**src/rtl/ysyx_040729_pkg.sv**
```systemverilog
// Shared definitions for the EXE-stage integer divider: opcode encodings and
// controller state encodings.
package ysyx_040729_pkg;

    localparam logic [1:0] DIV_OP_DIV  = 2'b00;
    localparam logic [1:0] DIV_OP_DIVU = 2'b01;
    localparam logic [1:0] DIV_OP_REM  = 2'b10;
    localparam logic [1:0] DIV_OP_REMU = 2'b11;

    typedef enum logic [1:0] {
        S_IDLE = 2'd0,
        S_CALC = 2'd1,
        S_DONE = 2'd2
    } div_state_e;

endpackage

```
**src/rtl/ysyx_040729_div_step.sv**
```systemverilog
// One restoring shift-subtract iteration: shifts {rem,quo} left by one and
// subtracts the divisor magnitude from the partial remainder when it fits.
module ysyx_040729_div_step
    import ysyx_040729_pkg::*;
#(
    parameter int XLEN = 64
) (
    input  logic [XLEN-1:0] rem_i,
    input  logic [XLEN-1:0] quo_i,
    input  logic [XLEN-1:0] dvs_i,
    output logic [XLEN-1:0] rem_o,
    output logic [XLEN-1:0] quo_o
);

    // The shifted remainder can reach 2*|divisor|-1, so it needs one extra bit;
    // the borrow out of the widened subtraction doubles as the "does not fit" flag.
    logic [XLEN:0] rem_sh;
    logic [XLEN:0] diff;
    logic          take;

    assign rem_sh = {rem_i, quo_i[XLEN-1]};
    assign diff   = rem_sh - {1'b0, dvs_i};
    assign take   = ~diff[XLEN];
    assign rem_o  = take ? diff[XLEN-1:0] : rem_sh[XLEN-1:0];
    assign quo_o  = {quo_i[XLEN-2:0], take};

endmodule

```
**src/rtl/ysyx_040729_exe_div_ctrl.sv**
```systemverilog
// Sequencing controller for the EXE-stage radix-2 restoring divider
// (RV64M DIV/DIVU/REM/REMU and *W variants), one quotient bit per cycle.
module ysyx_040729_exe_div_ctrl
    import ysyx_040729_pkg::*;
#(
    parameter int XLEN  = 64,
    parameter int CNT_W = 7
) (
    input  logic            clock,
    input  logic            reset,
    input  logic            in_valid_i,
    output logic            in_ready_o,
    input  logic [1:0]      op_i,
    input  logic            word_i,
    input  logic [XLEN-1:0] dividend_i,
    input  logic [XLEN-1:0] divisor_i,
    input  logic            flush_i,
    output logic            out_valid_o,
    input  logic            out_ready_i,
    output logic [XLEN-1:0] result_o,
    output logic            busy_o
);

    function automatic logic [XLEN-1:0] sext32(input logic [XLEN-1:0] v);
        return {{(XLEN-32){v[31]}}, v[31:0]};
    endfunction

    function automatic logic [XLEN-1:0] word_ext(input logic [XLEN-1:0] v,
                                                 input logic word, input logic sgn);
        if (!word) return v;
        return sgn ? sext32(v) : {{(XLEN-32){1'b0}}, v[31:0]};
    endfunction

    function automatic logic [XLEN-1:0] cond_neg(input logic [XLEN-1:0] v, input logic neg);
        return neg ? -v : v;
    endfunction

    function automatic logic [XLEN-1:0] fix_result(input logic [XLEN-1:0] q,
                                                   input logic [XLEN-1:0] r,
                                                   input logic neg_q, input logic neg_r,
                                                   input logic is_rem, input logic word);
        logic [XLEN-1:0] res;
        res = is_rem ? cond_neg(r, neg_r) : cond_neg(q, neg_q);
        return word ? sext32(res) : res;
    endfunction

    div_state_e      state_q, state_d;
    logic [CNT_W-1:0] cnt_q, cnt_d;
    logic [XLEN-1:0] rem_q, rem_d;
    logic [XLEN-1:0] quo_q, quo_d;
    logic [XLEN-1:0] dvs_q, dvs_d;
    logic [XLEN-1:0] result_q, result_d;
    logic            negq_q, negq_d;
    logic            negr_q, negr_d;
    logic            isrem_q, isrem_d;
    logic            word_q, word_d;

    // Operand preparation for the request currently on the input port
    logic            sgn_in;
    logic            isrem_in;
    logic [XLEN-1:0] a_ext, b_ext;
    logic            sa, sb;
    logic [XLEN-1:0] abs_a, abs_b;
    logic [XLEN-1:0] min_val;
    logic            div0, ovf;
    logic [XLEN-1:0] special_res;
    logic            accept;

    assign sgn_in   = (op_i == DIV_OP_DIV) || (op_i == DIV_OP_REM);
    assign isrem_in = (op_i == DIV_OP_REM) || (op_i == DIV_OP_REMU);
    assign a_ext    = word_ext(dividend_i, word_i, sgn_in);
    assign b_ext    = word_ext(divisor_i, word_i, sgn_in);
    assign sa       = sgn_in & a_ext[XLEN-1];
    assign sb       = sgn_in & b_ext[XLEN-1];
    assign abs_a    = cond_neg(a_ext, sa);
    assign abs_b    = cond_neg(b_ext, sb);
    assign min_val  = word_i ? {{(XLEN-31){1'b1}}, 31'b0} : {1'b1, {(XLEN-1){1'b0}}};
    assign div0     = (b_ext == '0);
    assign ovf      = sgn_in && (a_ext == min_val) && (b_ext == '1);

    always_comb begin
        special_res = '0;
        if (div0) begin
            special_res = isrem_in ? a_ext : '1;
        end else if (ovf) begin
            special_res = isrem_in ? '0 : a_ext;
        end
        if (word_i) begin
            special_res = sext32(special_res);
        end
    end

    logic [XLEN-1:0] step_rem, step_quo;
    logic [CNT_W-1:0] last_cnt;

    ysyx_040729_div_step #(.XLEN(XLEN)) u_step (
        .rem_i (rem_q),
        .quo_i (quo_q),
        .dvs_i (dvs_q),
        .rem_o (step_rem),
        .quo_o (step_quo)
    );

    assign last_cnt = word_q ? CNT_W'(31) : CNT_W'(XLEN-1);
    assign accept   = in_valid_i && in_ready_o && !flush_i;

    always_comb begin
        state_d  = state_q;
        cnt_d    = cnt_q;
        rem_d    = rem_q;
        quo_d    = quo_q;
        dvs_d    = dvs_q;
        result_d = result_q;
        negq_d   = negq_q;
        negr_d   = negr_q;
        isrem_d  = isrem_q;
        word_d   = word_q;

        case (state_q)
            S_IDLE: begin
                if (accept) begin
                    word_d  = word_i;
                    isrem_d = isrem_in;
                    negq_d  = sa ^ sb;
                    negr_d  = sa;
                    dvs_d   = abs_b;
                    rem_d   = '0;
                    cnt_d   = '0;
                    // *W dividends start in the upper half so 32 shifts consume them fully
                    quo_d   = word_i ? {abs_a[31:0], {(XLEN-32){1'b0}}} : abs_a;
                    if (div0 || ovf) begin
                        result_d = special_res;
                        state_d  = S_DONE;
                    end else begin
                        state_d  = S_CALC;
                    end
                end
            end
            S_CALC: begin
                rem_d = step_rem;
                quo_d = step_quo;
                cnt_d = cnt_q + CNT_W'(1);
                if (cnt_q == last_cnt) begin
                    result_d = fix_result(step_quo, step_rem, negq_q, negr_q, isrem_q, word_q);
                    state_d  = S_DONE;
                end
            end
            S_DONE: begin
                if (out_ready_i) begin
                    state_d = S_IDLE;
                end
            end
            default: state_d = S_IDLE;
        endcase

        if (flush_i) begin
            state_d = S_IDLE;
        end
    end

    always_ff @(posedge clock) begin
        if (reset) begin
            state_q  <= S_IDLE;
            cnt_q    <= '0;
            rem_q    <= '0;
            quo_q    <= '0;
            dvs_q    <= '0;
            result_q <= '0;
            negq_q   <= 1'b0;
            negr_q   <= 1'b0;
            isrem_q  <= 1'b0;
            word_q   <= 1'b0;
        end else begin
            state_q  <= state_d;
            cnt_q    <= cnt_d;
            rem_q    <= rem_d;
            quo_q    <= quo_d;
            dvs_q    <= dvs_d;
            result_q <= result_d;
            negq_q   <= negq_d;
            negr_q   <= negr_d;
            isrem_q  <= isrem_d;
            word_q   <= word_d;
        end
    end

    assign in_ready_o  = (state_q == S_IDLE);
    assign out_valid_o = (state_q == S_DONE);
    assign busy_o      = (state_q != S_IDLE);
    assign result_o    = result_q;

endmodule
```
**config.mk**
```make
export PLATFORM = sky130hd
export DESIGN_NAME = ysyx_040729_exe_div_ctrl
export DESIGN_NICKNAME = d
export VERILOG_FILES = /design/src/rtl/ysyx_040729_pkg.sv /design/src/rtl/ysyx_040729_div_step.sv /design/src/rtl/ysyx_040729_exe_div_ctrl.sv
export SDC_FILE = /design/constraint.sdc
export NUM_CORES = 1
export LEC_CHECK = 0
export CORE_MARGIN = 2
export CORE_UTILIZATION = 28
export CTS_CLUSTER_DIAMETER = 200
export DETAILED_ROUTE_END_ITERATION = 10
export PLACE_DENSITY_LB_ADDON = 0.2
export SYNTH_ARGS = -nofsm -noshare
export SYNTH_HDL_FRONTEND = slang
export SYNTH_HIERARCHICAL = 1
export SYNTH_SLANG_ARGS = --single-unit
```
**constraint.sdc**
```tcl
create_clock -name clock -period 12.13 [get_ports clock]
set_input_delay 1.8195 -clock clock [delete_from_list [all_inputs] [get_ports clock]]
set_output_delay 1.8195 -clock clock [all_outputs]
set_load 0.02 [all_outputs]
```
After elaboration in Yosys (flattened, before gate mapping)

Cells that the tools add are included.

Bits in read-only memories: 0
Bits in latches: 0
Bits in registers: 269
Memories: 0
Input port bits: 136
RAM bits: 0

$mul: 0
$add $sub $neg: 6
Order comparisons: 0
Mux-type cells: 34
Eq/ne operators: 11
Divide/modulo/power cells: 0
Reductions and logical operators: 18
Shifts and indexed selects: 0
Bitwise logic cells: 4

Operator list:

| operator                                              | count |
|---|---|
| two-way mux 64 bit                                    | 22 |
| one-hot mux 64 bit (2 select lines)                   | 3 |
| negation 64 bit                                       | 4 |
| subtractor 65 x 64 -> 65 bit                          | 1 |
| equality test 64 bit                                  | 1 |
| equality test 64 bit, second input constant           | 1 |
| zero test 64 bit                                      | 1 |
| two-way mux 63 bit                                    | 1 |
| one-hot mux 7 bit (2 select lines)                    | 1 |
| two-way mux 2 bit                                     | 4 |
| adder 7 x 1 -> 7 bit, second input constant           | 1 |
| equality test 7 x 6 -> 1 bit                          | 1 |
| two-way mux 7 bit                                     | 1 |
| equality test 2 bit, second input constant            | 3 |
| two-way mux 6 bit                                     | 1 |
| inequality test 2 x 1 -> 1 bit, second input constant | 3 |
| one-hot mux 2 bit (3 select lines)                    | 1 |
| logical AND 1 bit                                     | 4 |
| zero test 2 bit                                       | 2 |
| AND reduction 2 bit                                   | 2 |
| AND reduction 4 bit                                   | 1 |
| nonzero test 2 bit                                    | 2 |
| logical OR 1 bit                                      | 3 |
| AND reduction 3 bit                                   | 1 |
| 7 further kinds                                       | 8 |

Longest topological paths before layout

Word-level depth: 13
Depth in mapped cells: 25
Depth with buffers taken out: 22

Modules after synthesis

The synthesis kept the hierarchy.

By module, submodules not included:

| module                   | cells each | sequential area each (um2) | instances | area each (um2) |
|---|---|---|---|---|
| ysyx_040729_exe_div_ctrl | 2497       | 5385.2                     | 1         | 18366.4 |
| ysyx_040729_div_step     | 806        | 0.0                        | 1         | 5535.3 |

Worst setup path before layout

No wires, ideal clock.

Path kind: register to register
From: reg quo_q[63]
To: reg result_q[54] (netlist: result_o[54])
Path buffers: 2
Path slack: 6.679 ns
Required time: 12.013 ns
Cell stages (with the launch flop): 25
Arrival: 5.333 ns
Clock period less this slack: 5.451 ns
Library setup time: 0.117 ns
Cell sequence: dfxtp_1 -> inv_1 -> ha_1 -> fa_1 -> nor2b_1 -> o31a_1 -> o21ai_1 -> nand4b_1 -> a21oi_2 -> o31ai_1 -> a31oi_1 -> xnor2_1 -> buf_6 -> buf_2 -> mux2i_1 -> inv_1 -> ha_1 -> or4b_2 -> nor3_1 -> nand3_1 -> or2_2 -> or3_1 -> mux2i_1 -> o211ai_1 -> a32o_1

Longest elaborated chain between the ends: 8
Elaborated cells between the ends (all ways): 11

Ends and longest elaborated chain:

| item                                  | line                            | RTL |
|---|---|---|
| start: declaration                    | ysyx_040729_exe_div_ctrl.sv:50  | `logic [XLEN-1:0] quo_q, quo_d;` |
| start signal: assignment              | ysyx_040729_exe_div_ctrl.sv:177 | `quo_q <= quo_d;` |
| subtractor 65 x 64 -> 65 bit          | ysyx_040729_div_step.sv:22      | `assign diff = rem_sh - {1'b0, dvs_i};` |
| two-way mux 64 bit *                  | ysyx_040729_div_step.sv:24      | `assign rem_o = take ? diff[XLEN-1:0] : rem_sh[XLEN-1:0];` |
| net step_rem[0]                       | ysyx_040729_exe_div_ctrl.sv:93  | `logic [XLEN-1:0] step_rem, step_quo;` |
| negation 64 bit *                     | ysyx_040729_exe_div_ctrl.sv:35  | `return neg ? -v : v;` |
| two-way mux 64 bit *                  | ysyx_040729_exe_div_ctrl.sv:35  |  |
| two-way mux 64 bit *                  | ysyx_040729_exe_div_ctrl.sv:43  | `res = is_rem ? cond_neg(r, neg_r) : cond_neg(q, neg_q);` |
| two-way mux 64 bit *                  | ysyx_040729_exe_div_ctrl.sv:44  | `return word ? sext32(res) : res;` |
| two-way mux 64 bit *                  | ysyx_040729_exe_div_ctrl.sv:143 | `if (cnt_q == last_cnt) begin` |
| one-hot mux 64 bit (2 select lines) * | ysyx_040729_exe_div_ctrl.sv:119 | `case (state_q)` |
| end signal: assignment                | ysyx_040729_exe_div_ctrl.sv:179 | `result_q <= result_d;` |
| end: declaration                      | ysyx_040729_exe_div_ctrl.sv:52  | `logic [XLEN-1:0] result_q, result_d;` |

Mark *: on every way through the listed nets, which the timed path passes. The rest lies on a longest branch. The select of a mux whose other input is x is not followed.
A chain may end at the register's enable or synchronous reset.

Worst setup path in the final report

From: reg quo_q[63]
To: reg result_q[55] (netlist: result_o[55])

Longest elaborated chain between the ends: 8
Elaborated cells between the ends (all ways): 11

Ends and longest elaborated chain:

| item                                | line                            | RTL |
|---|---|---|
| subtractor 65 x 64 -> 65 bit        | ysyx_040729_div_step.sv:22      |  |
| inverter 1 bit                      | ysyx_040729_div_step.sv:23      | `assign take = ~diff[XLEN];` |
| net step_quo[0]                     | ysyx_040729_exe_div_ctrl.sv:93  |  |
| negation 64 bit                     | ysyx_040729_exe_div_ctrl.sv:35  |  |
| two-way mux 64 bit                  | ysyx_040729_exe_div_ctrl.sv:35  |  |
| two-way mux 64 bit                  | ysyx_040729_exe_div_ctrl.sv:43  |  |
| two-way mux 64 bit                  | ysyx_040729_exe_div_ctrl.sv:44  |  |
| two-way mux 64 bit                  | ysyx_040729_exe_div_ctrl.sv:143 |  |
| one-hot mux 64 bit (2 select lines) | ysyx_040729_exe_div_ctrl.sv:119 |  |

The timed path passes the listed nets, and every way through them passes these cells. The select of a mux whose other input is x is not followed.

==> metrics.log <==
[metrics] number of vias after detailed routing: about 25k
[metrics] Avg WL per Cell: 23.8 µm
[metrics] num ports: just over 200
[metrics] number of inserted filler cells in the final layout: 9,337
[metrics] Longest Clk Path Bufs: 3
[metrics] register-to-register setup slack: 4.61 ns
[metrics] number of enable-type register cells in the synthesized netlist: 0
[metrics] Avg Cell Area, Syn: 7.24 µm²
[metrics] Post-route DRC: 0
[metrics] critical path cell sequence: inv_1, ha_1, fa_1, nor2b_1, o31a_1, o21ai_1, nand4b_1, a21oi_2, o31ai_1, a31oi_1, xnor2_2, buf_4, buf_4, mux2_2, or4_1, nor3_1, nand3_1, or3_1, or3_1, a21oi_1, nor4b_1, o41ai_2
[metrics] setup TNS after final layout: 0 ns
[metrics] worst-case clock skew: 0.0308 ns
[metrics] area delta synth->final: 15.0%
[metrics] later-pin clock latency in the skew report: 0.57 ns
[metrics] setup repair after global routing missed its margin: no
[metrics] CTS buffer count: 36
[metrics] crit path kind: flop to flop
[metrics] drt initial violations: 2,619
[metrics] Layout Nets: 3,497
[metrics] min setup slack post-route: ~4.6 ns
[metrics] DRT Pass-1 Iters: 6
[metrics] number of gates resized after CTS: 0
[metrics] Die Outline Area: 87,700 µm²
[metrics] number of port buffers: 202
[metrics] Required @ worst endpoint: 12.60 ns
[metrics] clock period minus final worst setup slack: 7.52 ns
[metrics] Worst Path Buf+Inv: 3
[metrics] Worst path depth: 22
[metrics] type of element capturing the critical path: flop
[metrics] Min-Delay Path Class: flop to flop
[metrics] total of flip-flops plus latches after synthesis: around 270
[metrics] hold bufs inserted after CTS: 0
[metrics] Syn Nets: between 3k and 4k
[metrics] placed wire-length estimate after detailed placement: 81,100 µm
[metrics] starting utilization of the core area: 0.282
[metrics] clock transition at the registers of the reported paths: around 0.06 ns
[metrics] count of final max-slew check failures: 0
[metrics] Clock Sinks: 269
[metrics] Warnings, synthesis: 6
[metrics] number of max-cap violations: 0
[metrics] hold path cells: 2
[metrics] crit-path max cell delay: 0.70 ns
[metrics] highest-count cells in the layout ignoring fill and taps: nand2_1 (379), a21oi_1 (272), dfxtp_1 (266)
[metrics] clock tree from TritonCTS: built
[metrics] buffers inserted by post-CTS timing repair: 0
[metrics] total global-route track usage: 0.234
[metrics] number of antenna violations at the first check in global routing: 0
[metrics] post-synthesis sequential area ratio: 0.225
[metrics] global placer's final weighted congestion: slightly above 0.9
[metrics] critical-path cell with the highest stage delay: buf_4
[metrics] count of distinct cell types in the synthesized netlist: 94
[metrics] Critical Path Sink: result_o[55]
[metrics] number of antenna repair diodes: 0
[metrics] cell area after synthesis: 23,900 µm²
[metrics] Peak Freq: between 0.1 and 0.15 GHz
[metrics] floorplan die height: 296 µm
[metrics] number of vias per cell: 5.68
[metrics] CTS root buf: clkbuf_16
[metrics] most common cell after layout, fill and taps aside: nand2_1
[metrics] Post-synth top flop: dfxtp_1
[metrics] Gate Count Post-Synth: around 3.3k
[metrics] Max transition margin: 0.149
[metrics] cell family contributing the most delay on the critical path: simple AND/OR/NAND/NOR gates
[metrics] Post-DRT Antenna Nets: 0
[metrics] Std-Cell Rows: 107
[metrics] transition time of the tightest slew-check pin: approximately 1.3 ns
[metrics] area of the core: 84,900 µm²
[metrics] WP data arrival: 7.99 ns
[metrics] Worst R2R End: result_o[55]
[metrics] wire length of the first global-routing pass: 156,000 µm
[metrics] Worst R2R Path Depth: 22
[metrics] outcome: finished clean
[metrics] launch point of the worst hold path: dvs_q[39]
[metrics] Final Util: 0.324
[metrics] fraction of layout instances using a drive strength above 1: 0.0655
[metrics] post-route clock period utilization: 0.620
[metrics] share of synthesized registers carrying an async set or reset: 0
[metrics] H-tree lvl count: 2
[metrics] maximum fanout along the worst path: 47
[metrics] final hold violation count: 0
[metrics] nature of the critical path startpoint: flop
[metrics] placement-stage worst setup slack: approximately 4.7 ns
[metrics] Crit. Startpoint: quo_q[63]
[metrics] Routed Wire Length: 106,000 µm
[metrics] number of global-route vias before repair: approximately 24k
[metrics] maximum number of pins on one net before global-route repair: roughly 160
[metrics] residual overflow from global routing: 0
[metrics] Die Span X: around 300 µm
[metrics] Setup violations, final: 0
[metrics] critical register-to-register path startpoint: quo_q[63]
==> metrics by stage <==
step	instance area [µm²]	hold slack, ns	instances
after global routing	27500	0.469	4458
after global placement	26300	0.440	4396
final	27500	0.450	4458
after floorplan	23900	0.425	3303
after CTS	27500	0.453	4458
after detailed placement	26300	0.446	4396
==> tightest hold or removal path: stages (launching register included) <==
cell and delay [ns]:
dfxtp_1 0.31, nand2_1 0.05, a21oi_1 0.05
==> final cells by class <==
cell class	instances	area, µm²	area share
Sequential cell	269	5390	0.196
Tap cell	1144	1430	0.0521
Timing Repair Buffer	244	2350	0.0854
Multi-Input combinational cell	2616	16700	0.606
Clock buffer	48	1030	0.0374
Inverter	123	462	0.0168
Clock inverter	14	168	0.00610
==> per-layer routing <==
layer | up-vias | GRT usage | share of wire
met5 | - | 0 | 0
met4 | 0 | 0.0689 | 0.031
met3 | 146 | 0.0331 | 0.064
met2 | 934 | 0.371 | 0.45
met1 | 12274 | 0.328 | 0.46
li1 | 11985 | - | -
==> kinds of logic (layout without fill, tap and decap cells) <==
| family | Yosys count | count (layout) | share of synthesized area |
|---|---|---|---|
| buf+inv | 418 | 429 | 0.0804 |
| fa+ha+maj | 71 | 71 | 0.0375 |
| mux | 66 | 66 | 0.0361 |
| compound gates | 1012 | 1012 | 0.278 |
| simple gates | 1177 | 1177 | 0.236 |
| xor+xnor | 290 | 290 | 0.106 |
| flops | 269 | 269 | 0.225 |
==> synth_stat cells, types with 10 or more instances <==
library cell,n,area share
nand2_1,379,0.060
a21oi_1,274,0.057
dfxtp_1,269,0.23
nor2_1,262,0.041
clkbuf_1,162,0.025
o21ai_0,152,0.032
xnor2_1,146,0.053
xor2_1,144,0.053
nand3_1,133,0.028
inv_1,122,0.019
nor3_1,88,0.018
ha_1,70,0.037
buf_4,67,0.021
a211oi_1,61,0.019
o21ai_1,61,0.013
nand4_1,60,0.016
a31oi_1,57,0.015
nor4_1,53,0.014
o31ai_1,53,0.017
a21o_1,42,0.013
mux2_4,38,0.024
or3_1,37,0.0097
o41ai_1,36,0.013
or4_1,36,0.011
a311oi_1,35,0.013
o211ai_1,35,0.011
buf_2,33,0.0069
nand2b_1,28,0.0073
buf_1,25,0.0039
o21a_1,21,0.0066
a21boi_0,19,0.0060
mux2i_1,18,0.0075
o21bai_1,18,0.0057
a22oi_1,17,0.0053
o22ai_1,17,0.0044
or2_2,16,0.0042
nor2b_1,12,0.0031
a222oi_1,11,0.0046
and2_1,11,0.0029
and3_1,11,0.0029
and4_1,11,0.0040
nand3b_1,11,0.0035
mux2_2,10,0.0047
==> registers in the layout (all words and copies together) (netlist names) <==
register / cells
cnt_q: 7
dvs_q: 64
isrem_q: 1
negq_q: 1
negr_q: 1
quo_q: 64
rem_q: 64
result_o: 64
state_q: 2
word_q: 1
==> how the worst min path moves through the flow <==
stage	end
6_report	dvs_q[39]
5_1_grt	dvs_q[41]
4_1_cts	dvs_q[40]
3_5_place_dp	dvs_q[40]
3_3_place_gp	dvs_q[58]
2_1_floorplan	dvs_q[47]
Power is left out: the tool's default activity adds up to more than one toggle a clock period on the data nets, which glitch-free logic cannot reach.
